<file path="config.mk">
export PLATFORM = sky130hd
export DESIGN_NAME = intersection_phase_scheduler_flat
export DESIGN_NICKNAME = d
export VERILOG_FILES = /design/src/rtl/intersection_phase_scheduler_pkg.sv /design/src/rtl/intersection_phase_scheduler_if.sv /design/src/rtl/intersection_phase_scheduler_timer.sv /design/src/rtl/intersection_phase_scheduler.sv /design/src/flat_wrapper.sv
export SDC_FILE = /design/constraint.sdc
export NUM_CORES = 1
export LEC_CHECK = 0
export ABC_AREA = 1
export CAP_MARGIN = 20
export CORE_ASPECT_RATIO = 0.8
export CORE_UTILIZATION = 35
export DETAILED_ROUTE_END_ITERATION = 7
export PLACE_DENSITY_LB_ADDON = 0.1
export SYNTH_ARGS = -nofsm -noshare
export SYNTH_HDL_FRONTEND = slang
export SYNTH_HIERARCHICAL = 1
export SYNTH_SLANG_ARGS = --single-unit
</file>
<file path="constraint.sdc">
create_clock -name clk -period 2.15 [get_ports clk]
set_clock_uncertainty 0.2 [all_clocks]
set_input_delay 0.3225 -clock clk [delete_from_list [all_inputs] [get_ports clk]]
set_output_delay 0.3225 -clock clk [all_outputs]
set_load 0.02 [all_outputs]
</file>
<file path="src/rtl/intersection_phase_scheduler_pkg.sv">
// Shared types for the intersection phase scheduler:
// phase encoding, light encodings and the phase-to-light decode.
package intersection_pkg;

  typedef enum logic [2:0] {
    MAIN_G = 3'd0,
    MAIN_Y = 3'd1,
    CLR_A  = 3'd2,
    SIDE_G = 3'd3,
    SIDE_Y = 3'd4,
    CLR_B  = 3'd5,
    WALK   = 3'd6
  } phase_e;

  localparam logic [2:0] LIGHT_GREEN  = 3'b001;
  localparam logic [2:0] LIGHT_YELLOW = 3'b010;
  localparam logic [2:0] LIGHT_RED    = 3'b100;

  typedef struct packed {
    logic [2:0] main;
    logic [2:0] side;
  } lights_t;

  function automatic lights_t light_decode(phase_e s);
    lights_t l;
    l.main = LIGHT_RED;
    l.side = LIGHT_RED;
    unique case (s)
      MAIN_G: l.main = LIGHT_GREEN;
      MAIN_Y: l.main = LIGHT_YELLOW;
      SIDE_G: l.side = LIGHT_GREEN;
      SIDE_Y: l.side = LIGHT_YELLOW;
      default: ;
    endcase
    return l;
  endfunction

endpackage

</file>
<file path="src/rtl/intersection_phase_scheduler_if.sv">
// Demand inputs and light/walk outputs of the phase scheduler.
// master drives demand, slave is the scheduler.
interface intersection_phase_scheduler_if;
  logic       side_sense;
  logic       ped_req;
  logic       preempt;
  logic [2:0] main_light;
  logic [2:0] side_light;
  logic       walk;
  logic       ped_ack;
  logic [2:0] phase;

  modport master (
    output side_sense, ped_req, preempt,
    input  main_light, side_light, walk, ped_ack, phase
  );

  modport slave (
    input  side_sense, ped_req, preempt,
    output main_light, side_light, walk, ped_ack, phase
  );
endinterface

</file>
<file path="src/rtl/intersection_phase_scheduler_timer.sv">
// Saturating phase counter; clr restarts it at zero.
// Duration compares live in the scheduler.
module phase_timer #(
  parameter int CNT_W = 5
) (
  input  logic             clk,
  input  logic             rst,
  input  logic             clr,
  output logic [CNT_W-1:0] cnt
);

  localparam logic [CNT_W-1:0] CMAX = '1;

  always_ff @(posedge clk or posedge rst) begin
    if (rst) begin
      cnt <= '0;
    end else if (clr) begin
      cnt <= '0;
    end else if (cnt != CMAX) begin
      cnt <= cnt + 1'b1;
    end
  end

endmodule

</file>
<file path="src/rtl/intersection_phase_scheduler.sv">
// Two-road plus pedestrian phase sequencer with emergency preempt.
// Outputs are registered from the next phase.
module intersection_phase_scheduler
  import intersection_pkg::*;
#(
  parameter int GREEN_MAIN   = 10,
  parameter int GREEN_SIDE   = 6,
  parameter int YELLOW_TIME  = 3,
  parameter int ALL_RED_TIME = 1,
  parameter int WALK_TIME    = 5,
  parameter int CNT_W        = 5
) (
  input logic                         clk,
  input logic                         rst,
  intersection_phase_scheduler_if.slave bus
);

  localparam logic [CNT_W-1:0] T_GM = CNT_W'(GREEN_MAIN - 1);
  localparam logic [CNT_W-1:0] T_GS = CNT_W'(GREEN_SIDE - 1);
  localparam logic [CNT_W-1:0] T_Y  = CNT_W'(YELLOW_TIME - 1);
  localparam logic [CNT_W-1:0] T_AR = CNT_W'(ALL_RED_TIME - 1);
  localparam logic [CNT_W-1:0] T_W  = CNT_W'(WALK_TIME - 1);

  phase_e           state;
  phase_e           state_nx;
  logic [CNT_W-1:0] cnt;
  logic             side_pend;
  logic             ped_pend;
  logic             enter_side;
  logic             enter_walk;
  lights_t          lt_d;
  logic             walk_d;
  logic             ack_d;
  logic [2:0]       main_q;
  logic [2:0]       side_q;
  logic             walk_q;
  logic             ack_q;

  phase_timer #(.CNT_W(CNT_W)) u_timer (
    .clk (clk),
    .rst (rst),
    .clr (state_nx != state),
    .cnt (cnt)
  );

  assign enter_side = (state_nx == SIDE_G) && (state != SIDE_G);
  assign enter_walk = (state_nx == WALK) && (state != WALK);

  always_ff @(posedge clk or posedge rst) begin
    if (rst) begin
      state  <= MAIN_G;
      main_q <= LIGHT_GREEN;
      side_q <= LIGHT_RED;
      walk_q <= 1'b0;
      ack_q  <= 1'b0;
    end else begin
      state  <= state_nx;
      main_q <= lt_d.main;
      side_q <= lt_d.side;
      walk_q <= walk_d;
      ack_q  <= ack_d;
    end
  end

  // A request arriving on the entry edge is re-latched
  always_ff @(posedge clk or posedge rst) begin
    if (rst) begin
      side_pend <= 1'b0;
      ped_pend  <= 1'b0;
    end else begin
      side_pend <= bus.side_sense | (side_pend & ~enter_side);
      ped_pend  <= bus.ped_req | (ped_pend & ~enter_walk);
    end
  end

  always_comb begin
    state_nx = state;
    unique case (state)
      MAIN_G:
        if (cnt >= T_GM && (side_pend || ped_pend) && !bus.preempt)
          state_nx = MAIN_Y;
      MAIN_Y:
        if (cnt == T_Y) state_nx = CLR_A;
      CLR_A:
        if (cnt == T_AR) begin
          if (bus.preempt)   state_nx = MAIN_G;
          else if (ped_pend) state_nx = WALK;
          else               state_nx = SIDE_G;
        end
      WALK:
        if (bus.preempt)     state_nx = CLR_B;
        else if (cnt == T_W) state_nx = side_pend ? SIDE_G : MAIN_G;
      SIDE_G:
        if (bus.preempt || cnt == T_GS) state_nx = SIDE_Y;
      SIDE_Y:
        if (cnt == T_Y) state_nx = CLR_B;
      CLR_B:
        if (cnt == T_AR) state_nx = MAIN_G;
      default:
        state_nx = MAIN_G;
    endcase
  end

  always_comb begin
    lt_d   = light_decode(state_nx);
    walk_d = (state_nx == WALK);
    ack_d  = enter_walk;
  end

  assign bus.main_light = main_q;
  assign bus.side_light = side_q;
  assign bus.walk       = walk_q;
  assign bus.ped_ack    = ack_q;
  assign bus.phase      = state;

endmodule
</file>
<file path="src/flat_wrapper.sv">
// flat-port wrapper written by rule: the top's interface ports become plain ports
module intersection_phase_scheduler_flat import intersection_pkg::*;
#(
  parameter int GREEN_MAIN   = 10,
  parameter int GREEN_SIDE   = 6,
  parameter int YELLOW_TIME  = 3,
  parameter int ALL_RED_TIME = 1,
  parameter int WALK_TIME    = 5,
  parameter int CNT_W        = 5
)
  (clk, rst, bus_side_sense, bus_ped_req, bus_preempt, bus_main_light, bus_side_light, bus_walk, bus_ped_ack, bus_phase);
  intersection_phase_scheduler_if bus_i ();
  input logic clk;
  input logic rst;
  input wire logic [$bits(bus_i.side_sense)-1:0] bus_side_sense;
  input wire logic [$bits(bus_i.ped_req)-1:0] bus_ped_req;
  input wire logic [$bits(bus_i.preempt)-1:0] bus_preempt;
  output wire logic [$bits(bus_i.main_light)-1:0] bus_main_light;
  output wire logic [$bits(bus_i.side_light)-1:0] bus_side_light;
  output wire logic [$bits(bus_i.walk)-1:0] bus_walk;
  output wire logic [$bits(bus_i.ped_ack)-1:0] bus_ped_ack;
  output wire logic [$bits(bus_i.phase)-1:0] bus_phase;
  assign bus_i.side_sense = bus_side_sense;
  assign bus_i.ped_req = bus_ped_req;
  assign bus_i.preempt = bus_preempt;
  assign bus_main_light = bus_i.main_light;
  assign bus_side_light = bus_i.side_light;
  assign bus_walk = bus_i.walk;
  assign bus_ped_ack = bus_i.ped_ack;
  assign bus_phase = bus_i.phase;
  intersection_phase_scheduler #(.GREEN_MAIN(GREEN_MAIN), .GREEN_SIDE(GREEN_SIDE), .YELLOW_TIME(YELLOW_TIME), .ALL_RED_TIME(ALL_RED_TIME), .WALK_TIME(WALK_TIME), .CNT_W(CNT_W)) u_core (.clk(clk), .rst(rst), .bus(bus_i));
endmodule
</file>
# Yosys cells after proc, flatten, opt, wreduce, memory -nomap -nowiden
# Index checks and enable logic that the tools add are counted.
[word_totals] out_inout_bits=11 ff_bits=18 elab_cells=60 input_bits=5
[classes] n_bitwise=6 n_reduce_logical=11 n_mux=16 order_cmp=1 n_addsub=1 n_eq_ne=17
[op_table] cell="$mux W3" n=10
[op_table] cell="$pmux W3 S7" n=1
[op_table] cell="$eq A3 B3 Y1 const B" n=5
[op_table] cell="$pmux W3 S2" n=2
[op_table] cell="$eq A5 B3 Y1 const B" n=2
[op_table] cell="$mux W5" n=2
[op_table] cell="$eq A3 B2 Y1 const B" n=3
[op_table] cell="$eq A3 B1 Y1 const B" n=2
[op_table] cell="$logic_not A3 Y1" n=2
[op_table] cell="$add A5 B1 Y5 const B" n=1
[op_table] cell="$eq A5 B2 Y1 const B" n=1
[op_table] cell="$ge A5 B4 Y1 const B" n=1
[op_table] cell="$logic_not A5 Y1" n=1
[op_table] cell="$ne A5 B5 Y1 const B" n=1
[op_table] cell="$logic_and A1 B1 Y1" n=4
[op_table] cell="$ne A3 B2 Y1 const B" n=1
[op_table] cell="$ne A3 B3 Y1" n=1
[op_table] cell="$ne A3 B3 Y1 const B" n=1
[op_table] cell="$and A1 B1 Y1" n=2
[op_table] cell="$logic_or A1 B1 Y1" n=2
[op_table] cell="$mux W2" n=1
[op_table] cell="$not A1 Y1" n=2
[op_table] cell="$or A1 B1 Y1" n=2
[op_table] cell="$reduce_bool A2 Y1" n=1
[op_table] cell="$logic_not A1 Y1" n=1

# Depth between registers and ports, before layout
# Gate-level depths: netlist (run 1).
[depth] word_depth=10 ltp_mapped=14 ltp_nobuf=14

# Cells and area by module
# Netlist (run 1), hierarchy kept.
[by_module_without_submodules] mod="intersection_phase_scheduler" n_inst=1 area_per_inst_um2=927.1 cells_each=120 seq_area_each_um2=327.8
[by_module_without_submodules] mod="phase_timer" n_inst=1 area_per_inst_um2=251.5 cells_each=31 seq_area_each_um2=125.1

# Worst setup path before layout (run 1)
# No wires, ideal clock.
[synth_path] path_type="reg-to-reg" start="register u_core.state[1], in the netlist u_core/bus.phase[1]" end="register u_core.u_timer.cnt[4]" n_path_buf=0 stages_incl_launch_ff=14 arrival_ps=1522 period_less_slack_ps=1793 required_time_ps=1879 setup_ps=71 slack_ps=357 path_cell_list="dfrtp_1 -> inv_2 -> nand2_1 -> nor2_1 -> nand2_1 -> nand2_1 -> nor2_4 -> nand3_1 -> nand2_1 -> nor2_1 -> nand2_1 -> inv_1 -> o21ai_0 -> nor2_1"
[synth_between] elab_chain_cells=5 word_cells_on_any_way=19 cone_classes="eq/ne (7); mux (10); reduce/logical (2)"
[synth_lines] element="from (decl)" line_no="intersection_phase_scheduler.sv:24" source="phase_e state;"
[synth_lines] element="from (signal assigned)" line_no="intersection_phase_scheduler.sv:57" source="state <= state_nx;"
[synth_lines] element="$mux W3" line_no="intersection_phase_scheduler.sv:92" source="else if (cnt == T_W) state_nx = side_pend ? SIDE_G : MAIN_G;"
[synth_lines] element="$mux W3" line_no="intersection_phase_scheduler.sv:91" source="if (bus.preempt) state_nx = CLR_B;"
[synth_lines] element="$pmux W3 S7" line_no="intersection_phase_scheduler.sv:78" source="unique case (state)"
[synth_lines] element="$ne A3 B3 Y1 (*)" line_no="intersection_phase_scheduler.sv:42" source=".clr (state_nx != state),"
[synth_lines] element="$mux W5 / $reduce_bool A2 Y1 (equally long branches)"
[synth_lines] element="to (signal assigned)" line_no="intersection_phase_scheduler_timer.sv:20" source="cnt <= cnt + 1'b1;"
[synth_lines] element="to (decl)" line_no="intersection_phase_scheduler_timer.sv:9" source="output logic [CNT_W-1:0] cnt"
# Every way passes the cells marked *; elsewhere a longest branch is shown, timed or not.
# A chain may end at the register's enable or synchronous reset.

# Worst setup path after layout (run 1)
[layout_path] start="register u_core.state[2], in the netlist u_core/bus.phase[2]" end="register u_core.u_timer.cnt[1]"
# Same word-level chain as after synthesis.

==> results of run 1 <==
==> path summary, 6_finish.rpt <==
| path | end | slack, ns | cells past startpoint |
|---|---|---|---|
| worst max-delay path | u_core/u_timer/cnt[1] | 0.19 | 13 |
| worst min-delay path | u_core/u_timer/cnt[2] | 0.1 | 2 |
| worst max register to register | u_core/u_timer/cnt[1] | 0.19 | 13 |
| worst min register to register | u_core/side_pend | 0.36 | 2 |
| max in group asynchronous | u_core/bus.phase[1] | 1.17 | 2 |
| min in group clk | u_core/side_pend | 0.36 | 2 |
==> cells in the mapped netlist <==
| library cell | count | share of area, % |
|---|---|---|
| nand3_4 | 2 | 3.0 |
| nor2_1 | 22 | 7.0 |
| nor2_8 | 1 | 1.7 |
| inv_1 | 14 | 4.5 |
| inv_2 | 8 | 2.5 |
| nand3_2 | 2 | 1.7 |
| nor2_2 | 6 | 3.2 |
| nand2_2 | 5 | 2.7 |
| nor3_2 | 1 | 0.85 |
| dfstp_2 | 2 | 4.5 |
| nand2_1 | 30 | 9.6 |
| o21ai_0 | 2 | 0.85 |
| o21bai_4 | 1 | 1.6 |
| ha_1 | 2 | 2.1 |
| clkinv_1 | 1 | 0.32 |
| and3_1 | 1 | 0.53 |
| dfrtp_1 | 16 | 34 |
| nand4_1 | 1 | 0.53 |
| a21oi_1 | 4 | 1.7 |
| o21ai_2 | 1 | 0.74 |
| nand2_4 | 3 | 2.9 |
| nor3_1 | 1 | 0.42 |
| nand3_1 | 15 | 6.4 |
| a21oi_2 | 1 | 0.74 |
| o21bai_1 | 1 | 0.64 |
| o21ai_1 | 2 | 0.85 |
| clkinv_2 | 2 | 0.85 |
| nor2_4 | 4 | 3.8 |
==> kinds of logic (layout without fill, tap and decap cells) <==
family | Yosys count | after routing | synth area share [%]
simple gates | 94 | 94 | 44.2
buf+inv | 25 | 52 | 8.17
flops | 18 | 18 | 38.4
compound gates | 12 | 12 | 7.11
fa+ha+maj | 2 | 2 | 2.12
==> area by class of cell <==
class / count / area (um^2)
fillers: 322 / 1650
multi-input cells: 108 / 634
repair buffers: 23 / 210
inverters: 25 / 96.3
flip-flops and latches: 18 / 460
well taps: 40 / 50.0
clock buffers: 4 / 55.1
==> timing repair <==
item                       in CTS  in global routing
setup endpoints to repair       0                  2
gates resized for setup         0                  8
buffers inserted                0                  1
hold buffers                    0                  0
==> stage by stage <==
stage | setup slack [ns] | power, uW | cells | cell area (um^2)
2_1_floorplan | 0.357 | 1330 | 151 | 1180
3_3_place_gp | 0.0339 | 1650 | 213 | 1430
3_5_place_dp | 0.00464 | 1650 | 213 | 1430
4_1_cts | 0.161 | 1940 | 217 | 1490
5_1_grt | 0.00600 | 2100 | 218 | 1510
6_report | 0.188 | 1950 | 218 | 1510
==> routing by layer <==
layer | global-route usage (%) | vias up | wire length [um]
met2 | 23.4 | 34 | 1060
met5 | 0 | - | 0
met1 | 24.6 | 476 | 1400
li1 | - | 528 | -
met3 | 2.54 | 4 | 118
met4 | 7.80 | 0 | 30
==> registers in the layout (all words and copies together) (netlist names) <==
name and flops:
u_core/bus.main_light 3, u_core/bus.ped_ack 1, u_core/bus.phase 3, u_core/bus.side_light 3
u_core/bus.walk 1, u_core/ped_pend 1, u_core/side_pend 1, u_core/u_timer/cnt 5
==> power breakdown <==
group	leakage [uW]	switching [uW]	internal [uW]
Clock	0.0000288	113	163
Combinational	0.000537	649	445
Sequential	0.000219	127	453
Total	0.000785	888	1060
==> flow_metrics.env, run 1 <==
export IMPL_synth_fp_nets=158
export IMPL_grt_pass1_vias=942
export IMPL_layout_commonest_cell="nand2_1"
export IMPL_hold_ws_ns=0.0976
export IMPL_worstSkewPairLatency_ns=0.25
export IMPL_critPathBufInv=3
export IMPL_cp_top_family="simple AND/OR/NAND/NOR gates"
export IMPL_cts_buffer_depth=2
export IMPL_via_count=1042
export IMPL_wl_per_cell_um=12.0
export IMPL_syn_area_um2=1180
export IMPL_num_antenna_cells=0
export IMPL_synth_seq_cells=18
export IMPL_drive_gt1_share_pct=33.1
export IMPL_core_area_um2=3150
export IMPL_avgSynthCellArea_um2=7.81
export IMPL_post_route_drc_count=0
export IMPL_start_util_pct=37.4
export IMPL_cpMostUsedCell="nand2_1"
export IMPL_ys_seq_area_share_pct=38.4
export IMPL_min_period_over_period_pct=91.2
export IMPL_worst_pin_slew_ns=0.494
export IMPL_crit_type="reg -> reg"
export IMPL_drv_slew=0
export IMPL_cts_htree_levels=1
export IMPL_p_leak_uw=0.000785
export IMPL_grt_max_degree=14
export IMPL_via_per_inst=4.78
export IMPL_dr_first_iter_drc_count=49
export IMPL_vdd_ir_drop_max_uv=590
export IMPL_arrival_ns=1.94
export IMPL_nets=186
export IMPL_antenna_found_initial=0
export IMPL_drv_cap=0
export IMPL_rsz0062_at_grt="false"
export IMPL_mostFrequentLayoutCells="nand2_1, nor2_1, clkdlybuf4s50_1, nand3_1, inv_1"
export IMPL_core_rowCount=18
export IMPL_num_io_pins=16
export IMPL_power_density_cell_area_nw_per_um2=1290
export IMPL_dr_pass1_iters=4
export IMPL_numCtsBuffers=3
export IMPL_routed_wl_um=2620
export IMPL_dp_final_hpwl_um=2080
export IMPL_grt_pass1_wl_um=4260
export IMPL_relSlewSlack_pct=67.1
export IMPL_reg2reg_from="u_core/bus.phase[2]"
export IMPL_clock_sinks=18
export IMPL_grt_overflow_total=0
export IMPL_synth_distinct_cells=28
export IMPL_synth_warnings=6
export IMPL_clkSlewWorstSetupHoldPaths_ns=0.07
export IMPL_crit_chain="inv_2, nand3_1, inv_2, nand3_2, nand2_1, nor2_4, nand3_1, nand2_1, nor2_1, nand2_1, inv_1, o21ai_0, nor2_1"
export IMPL_setup_viol=0
export IMPL_startpoint="u_core/bus.phase[2]"
export IMPL_fin_crit_ns=1.96
export IMPL_start_kind="flop"
export IMPL_globalplace_congestion=0.898
export IMPL_max_freq_ghz=0.510
export IMPL_postLayoutCoreUtil_pct=47.8
export IMPL_finalSetupTns_ns=0
export IMPL_area_growth_syn_to_layout_pct=27.8
export IMPL_grt_usage_pct=16.6
export IMPL_crit_fanout=7
export IMPL_postSynthCellCount=151
export IMPL_slowest_stage="dfrtp_2"
export IMPL_ant_nets=0
export IMPL_die_y_um=53.9
export IMPL_hold_viol=0
export IMPL_critPathMaxStageDelay_ns=0.46
export IMPL_crit_path_end_kind="flop"
export IMPL_status="finished, final reports clean"
export IMPL_hold_class="in -> async"
export IMPL_cts_tree="yes"
export IMPL_die_w_um=66.9
export IMPL_worstPathRequired_ns=2.13
export IMPL_clock_root_buffer="clkbuf_8"
export IMPL_io_buffers=15
export IMPL_die_area_um2=3610
No activity file was read; power rests on OpenSTA's default activity.
==> run 2, diff against run 1 <==
--- a/config.mk
+++ b/config.mk
@@ -7,8 +7,10 @@
 export LEC_CHECK = 0
 export ABC_AREA = 1
 export CAP_MARGIN = 20
+export CELL_PAD_IN_SITES_DETAIL_PLACEMENT = 1
+export CELL_PAD_IN_SITES_GLOBAL_PLACEMENT = 2
 export CORE_ASPECT_RATIO = 0.8
-export CORE_UTILIZATION = 35
+export CORE_UTILIZATION = 31
 export DETAILED_ROUTE_END_ITERATION = 7
 export PLACE_DENSITY_LB_ADDON = 0.1
 export SYNTH_ARGS = -nofsm -noshare
==> flow_metrics.env, run 2 (synthesized netlist as in run 1, its figures left out) <==
export IMPL_relSlewSlack_pct=67.6
export IMPL_via_per_inst=4.65
export IMPL_cts_tree="yes"
export IMPL_finalSetupTns_ns=0
export IMPL_place_area_um2=1460
export IMPL_vdd_ir_drop_max_uv=625
export IMPL_nets=192
export IMPL_layout_commonest_cell="nand2_1"
export IMPL_worst_pin_slew_ns=0.485
export IMPL_crit_path_end_kind="flop"
export IMPL_crit_fanout=5
export IMPL_clkPwrFrac_pct=13.4
export IMPL_drv_slew=0
export IMPL_cts_htree_levels=1
export IMPL_worstPathRequired_ns=2.12
export IMPL_switchingPower_uw=924
export IMPL_antenna_found_initial=0
export IMPL_wl_per_cell_um=13.6
export IMPL_via_count=1051
export IMPL_grt_pass1_vias=1089
export IMPL_routed_wl_um=3080
export IMPL_dp_final_hpwl_um=2610
export IMPL_drv_cap=0
export IMPL_p_total_uw=2030
export IMPL_globalplace_congestion=0.821
export IMPL_final_area_um2=1560
export IMPL_max_freq_ghz=0.496
export IMPL_num_io_pins=16
export IMPL_ant_nets=0
export IMPL_combPwrFrac_pct=58.5
export IMPL_seqPwrFrac_pct=28.2
export IMPL_p_sw_share_pct=45.6
export IMPL_power_density_cell_area_nw_per_um2=1300
export IMPL_min_period_over_period_pct=93.7
export IMPL_clock_root_buffer="clkbuf_8"
export IMPL_grt_usage_pct=16.4
export IMPL_clkSlewWorstSetupHoldPaths_ns=0.07
export IMPL_crit_type="reg -> reg"
export IMPL_io_buffers=15
export IMPL_worstSkewPairLatency_ns=0.25
export IMPL_core_area_um2=3540
export IMPL_cts_buffer_depth=2
export IMPL_r2r_cells=11
export IMPL_numCtsBuffers=3
export IMPL_setup_viol=0
export IMPL_p_leak_uw=0.000815
export IMPL_hold_class="in -> async"
export IMPL_core_rowCount=19
export IMPL_die_w_um=70.9
export IMPL_grt_overflow_total=0
export IMPL_grt_pass1_wl_um=5080
export IMPL_grt_max_degree=14
export IMPL_p_int_uw=1100
export IMPL_start_util_pct=33.3
export IMPL_mostFrequentLayoutCells="nand2_1, nor2_1, clkdlybuf4s50_1"
export IMPL_regMostFlops="u_core/u_timer/cnt"
export IMPL_die_y_um=57.2
export IMPL_drive_gt1_share_pct=37.0
export IMPL_postLayoutCoreUtil_pct=44.2
export IMPL_area_growth_syn_to_layout_pct=32.7
export IMPL_reg2reg_from="u_core/u_timer/cnt[0]"
export IMPL_post_route_drc_count=0
export IMPL_start_kind="flop"
export IMPL_largest_reg_flops=5
export IMPL_timing_rr_end="u_core/u_timer/cnt[4]"
export IMPL_dr_pass1_iters=4
export IMPL_hold_viol=0
export IMPL_status="finished, final reports clean"
export IMPL_r2r_setup_slack_ns=0.14
export IMPL_num_antenna_cells=0
export IMPL_clock_sinks=18
export IMPL_die_area_um2=4050
export IMPL_arrival_ns=1.99
export IMPL_dr_first_iter_drc_count=34
export IMPL_fin_crit_ns=2.01
[run 2: cell count changes in the layout (fill, tap and decap cells not counted)]
cell     delta
nor2_2      +1
buf_4       +6
nand2_1     -1
nand3_1     -1
nand2_2     +1
nor2_1      -1
nand3_2     +1
[run 2: worst max-delay path by stage]
stage	cells after the start	startpoint	endpoint	slack, ns
floorplan	13	u_core/bus.phase[1]	u_core/u_timer/cnt[4]	0.36
global placement	13	bus_preempt	u_core/u_timer/cnt[1]	-0.11
detailed placement	13	bus_preempt	u_core/u_timer/cnt[4]	-0.13
CTS	13	u_core/u_timer/cnt[3]	u_core/u_timer/cnt[4]	0.05
global route	11	u_core/u_timer/cnt[0]	u_core/u_timer/cnt[1]	-0.01
finish	11	u_core/u_timer/cnt[0]	u_core/u_timer/cnt[4]	0.14
[run 2: layout make-up]
class / count / area (um^2)
Clock buffer: 4 / 55.1
Fill cell: 448 / 1980
Inverter: 25 / 96.3
Multi-Input combinational cell: 108 / 644
Sequential cell: 18 / 460
Tap cell: 42 / 52.6
Timing Repair Buffer: 29 / 255
[run 2: layer usage]
layer | vias up | global-route usage (%) | wire (um)
li1 | 535 | - | -
met1 | 497 | 23.0 | 1530
met2 | 14 | 26.6 | 1430
met3 | 5 | 2.12 | 92
met4 | 0 | 5.14 | 32
met5 | - | 0 | 0
[run 2: critical path, cell delays in order (launching register included)]
cell and delay (ns):
dfrtp_2 0.47, nor2_4 0.21, nand3_4 0.13, nand2_2 0.11
nand3_1 0.11, nor2_2 0.18, nand3_1 0.08, nand2_1 0.07
nand2_1 0.07, inv_1 0.11, o21ai_0 0.09, nor2_1 0.11
[run 2: timing repair]
action	CTS	global route
gates resized for setup	0	11
setup endpoints to repair	0	5
buffers inserted	0	4
hold buffers	0	0
[run 2: power by group through the flow]
stage / combinational [uW] / sequential (uW) / clock, uW
2_1_floorplan: 704 / 623 / 0
3_3_place_gp: 1130 / 563 / 0
3_5_place_dp: 1160 / 567 / 0
4_1_cts: 1170 / 562 / 282
5_1_grt: 1310 / 590 / 294
6_report: 1190 / 571 / 271
[run 2: through the flow]
step	hold slack (ns)	setup slack, ns	cells
after floorplan	-0.0990	0.357	151
after global placement	0.321	-0.110	218
after detailed placement	0.345	-0.131	218
after CTS	0.101	0.0471	222
after global routing	0.115	-0.00982	226
final	0.104	0.136	226
==> run 3, diff against run 2 <==
--- a/config.mk
+++ b/config.mk
@@ -13,6 +13,7 @@
 export CORE_UTILIZATION = 31
 export DETAILED_ROUTE_END_ITERATION = 7
 export PLACE_DENSITY_LB_ADDON = 0.1
+export SKIP_CTS_REPAIR_TIMING = 1
 export SYNTH_ARGS = -nofsm -noshare
 export SYNTH_HDL_FRONTEND = slang
 export SYNTH_HIERARCHICAL = 1
==> results of run 3 <==
The final DEF is identical to that of run 2; final timing and power are the same.
==> edit, RTL diff (config.mk and constraints of run 2) <==
`CNT_W` is set to 5 in 3 places; all go to 10.
--- a/src/rtl/intersection_phase_scheduler_timer.sv
+++ b/src/rtl/intersection_phase_scheduler_timer.sv
@@ -2,5 +2,5 @@
 // Duration compares live in the scheduler.
 module phase_timer #(
-  parameter int CNT_W = 5
+  parameter int CNT_W = 10
 ) (
   input  logic             clk,
--- a/src/rtl/intersection_phase_scheduler.sv
+++ b/src/rtl/intersection_phase_scheduler.sv
@@ -9,5 +9,5 @@
   parameter int ALL_RED_TIME = 1,
   parameter int WALK_TIME    = 5,
-  parameter int CNT_W        = 5
+  parameter int CNT_W        = 10
 ) (
   input logic                         clk,
--- a/src/flat_wrapper.sv
+++ b/src/flat_wrapper.sv
@@ -7,5 +7,5 @@
   parameter int ALL_RED_TIME = 1,
   parameter int WALK_TIME    = 5,
-  parameter int CNT_W        = 5
+  parameter int CNT_W        = 10
 )
   (clk, rst, bus_side_sense, bus_ped_req, bus_preempt, bus_main_light, bus_side_light, bus_walk, bus_ped_ack, bus_phase);
Function: no difference found for any inputs over 10 cycles, from zero or initial values and one cycle with rst high; that may be too few to reach the edited logic, so the function may still have changed.
==> edit against run 2 <==
Hold slack improved by 0.061 ns. Total power increased by 8.4%. Wire length is 38% higher. Synthesized area increased by 31%. Final area grew 41%. Sequential cell count grew 5. Worst setup slack got worse by 0.091 ns.
==> edit: results (changes against run 2) <==
* DPL Wire Length at 3330 µm (was 2610 µm)
* Sequential fraction of design power at 27.1% (was 28.2%)
* Initial DRC Count at 65 (was 34)
* WHS at 0.165 ns (was 0.104 ns)
* Most used standard cells in the synthesized netlist: 52 x sky130_fd_sc_hd__nand2_1, 23 x sky130_fd_sc_hd__inv_1, 21 x sky130_fd_sc_hd__dfrtp_1, 17 x sky130_fd_sc_hd__nand3_1, 15 x sky130_fd_sc_hd__nor2_1 (was 30 x sky130_fd_sc_hd__nand2_1, 22 x sky130_fd_sc_hd__nor2_1, 16 x sky130_fd_sc_hd__dfrtp_1, 15 x sky130_fd_sc_hd__nand3_1, 14 x sky130_fd_sc_hd__inv_1)
* Clock period minus worst slack at 2.11 ns (was 2.01 ns)
* Seq/Total Area, Yosys at 37.4% (was 38.4%)
* Global-route wire length before repair at 6800 µm (was 5080 µm)
* GR met2 Demand/Resource at 25.3% (was 26.6%)
* Average detailed-routed wire length per instance at 13.7 µm (was 13.6 µm)
* Leakage power of the design at 1.11 nW (was 0.815 nW)
* Outcome: completed (unchanged)
* Filler cell count at 573 (was 448)
* Met1 global-route usage at 26.1% (was 23.0%)
* Count of plain and timing-repair buffers in the layout at 46 (was 29)
* Number of flip-flops under the largest register name at 10 (was 5)
* Clock tree buffer count of the final layout at 3 (was 4)
* Fraction of power spent switching nets at 45.6% (about the same)
* Average cell area after synthesis at 7.72 µm² (was 7.81 µm²)
* Overall global routing resource usage at 17.4% (was 16.4%)
* Worst-path clk slew at 0.09 ns (was 0.07 ns)
* Worst ir drop on vdd at 0.489 mV (was 0.625 mV)
* Post-placement worst setup slack at -0.172 ns (was -0.131 ns)
* Top cells by area in the synthesized netlist: sky130_fd_sc_hd__dfrtp_1 34%, sky130_fd_sc_hd__nand2_1 13%, sky130_fd_sc_hd__nor2_4 7.3% (was sky130_fd_sc_hd__dfrtp_1 34%, sky130_fd_sc_hd__nand2_1 9.6%, sky130_fd_sc_hd__nor2_1 7.0%)
* Power in sequential cells at 0.000595 W (was 0.000571 W)
* Netlist area before placement at 1540 µm² (was 1180 µm²)
* Fraction of layout cells with a size suffix above 1 at 45.0% (was 37.0%)
* Worst rel slew slack at 68.4% (was 67.6%)
* DR vias at 1429 (was 1051)
* Maximum fanout count along the critical path at 4 (was 5)
* Multi-input gate area at 991 µm² (was 644 µm²)
* Inverters at 33 (was 25)
* Net count, final at 258 (was 192)
* Non-clock buffering overhead at 17.5% (was 16.3%)
* Routed wl met3 at 65 µm (was 92 µm)
* Relative area of clock buffers and inverters in the final design at 2.09% (was 3.52%)
## edit: cell types whose count changed after synthesis, moves of 5 or more
| cell | change |
|---|---|
| sky130_fd_sc_hd__dfrtp_1 | +5 |
| sky130_fd_sc_hd__nor2_4 | +6 |
| sky130_fd_sc_hd__inv_1 | +9 |
| sky130_fd_sc_hd__nor2_1 | -7 |
| sky130_fd_sc_hd__nand2_1 | +22 |
| sky130_fd_sc_hd__nand2_2 | +6 |
## edit: cell families (layout without fill, tap and decap cells)
kind of cell               after synthesis  after routing  synth area share (%)
and+or+nand+nor                        130            130                  47.7
DFF                                     23             23                  37.4
xor gates and xnor gates                 2              2                  1.13
buffers and inverters                   32             83                  7.86
adders and majority gates                1              1                 0.810
AOI/OAI and AO/OA                       12             12                  5.10
## edit: repair_timing
action,CTS,global route
cloned,0,1
pin swaps,1,31
buffers inserted,0,9
resized for setup,3,38
endpoints found under the setup margin,8,11
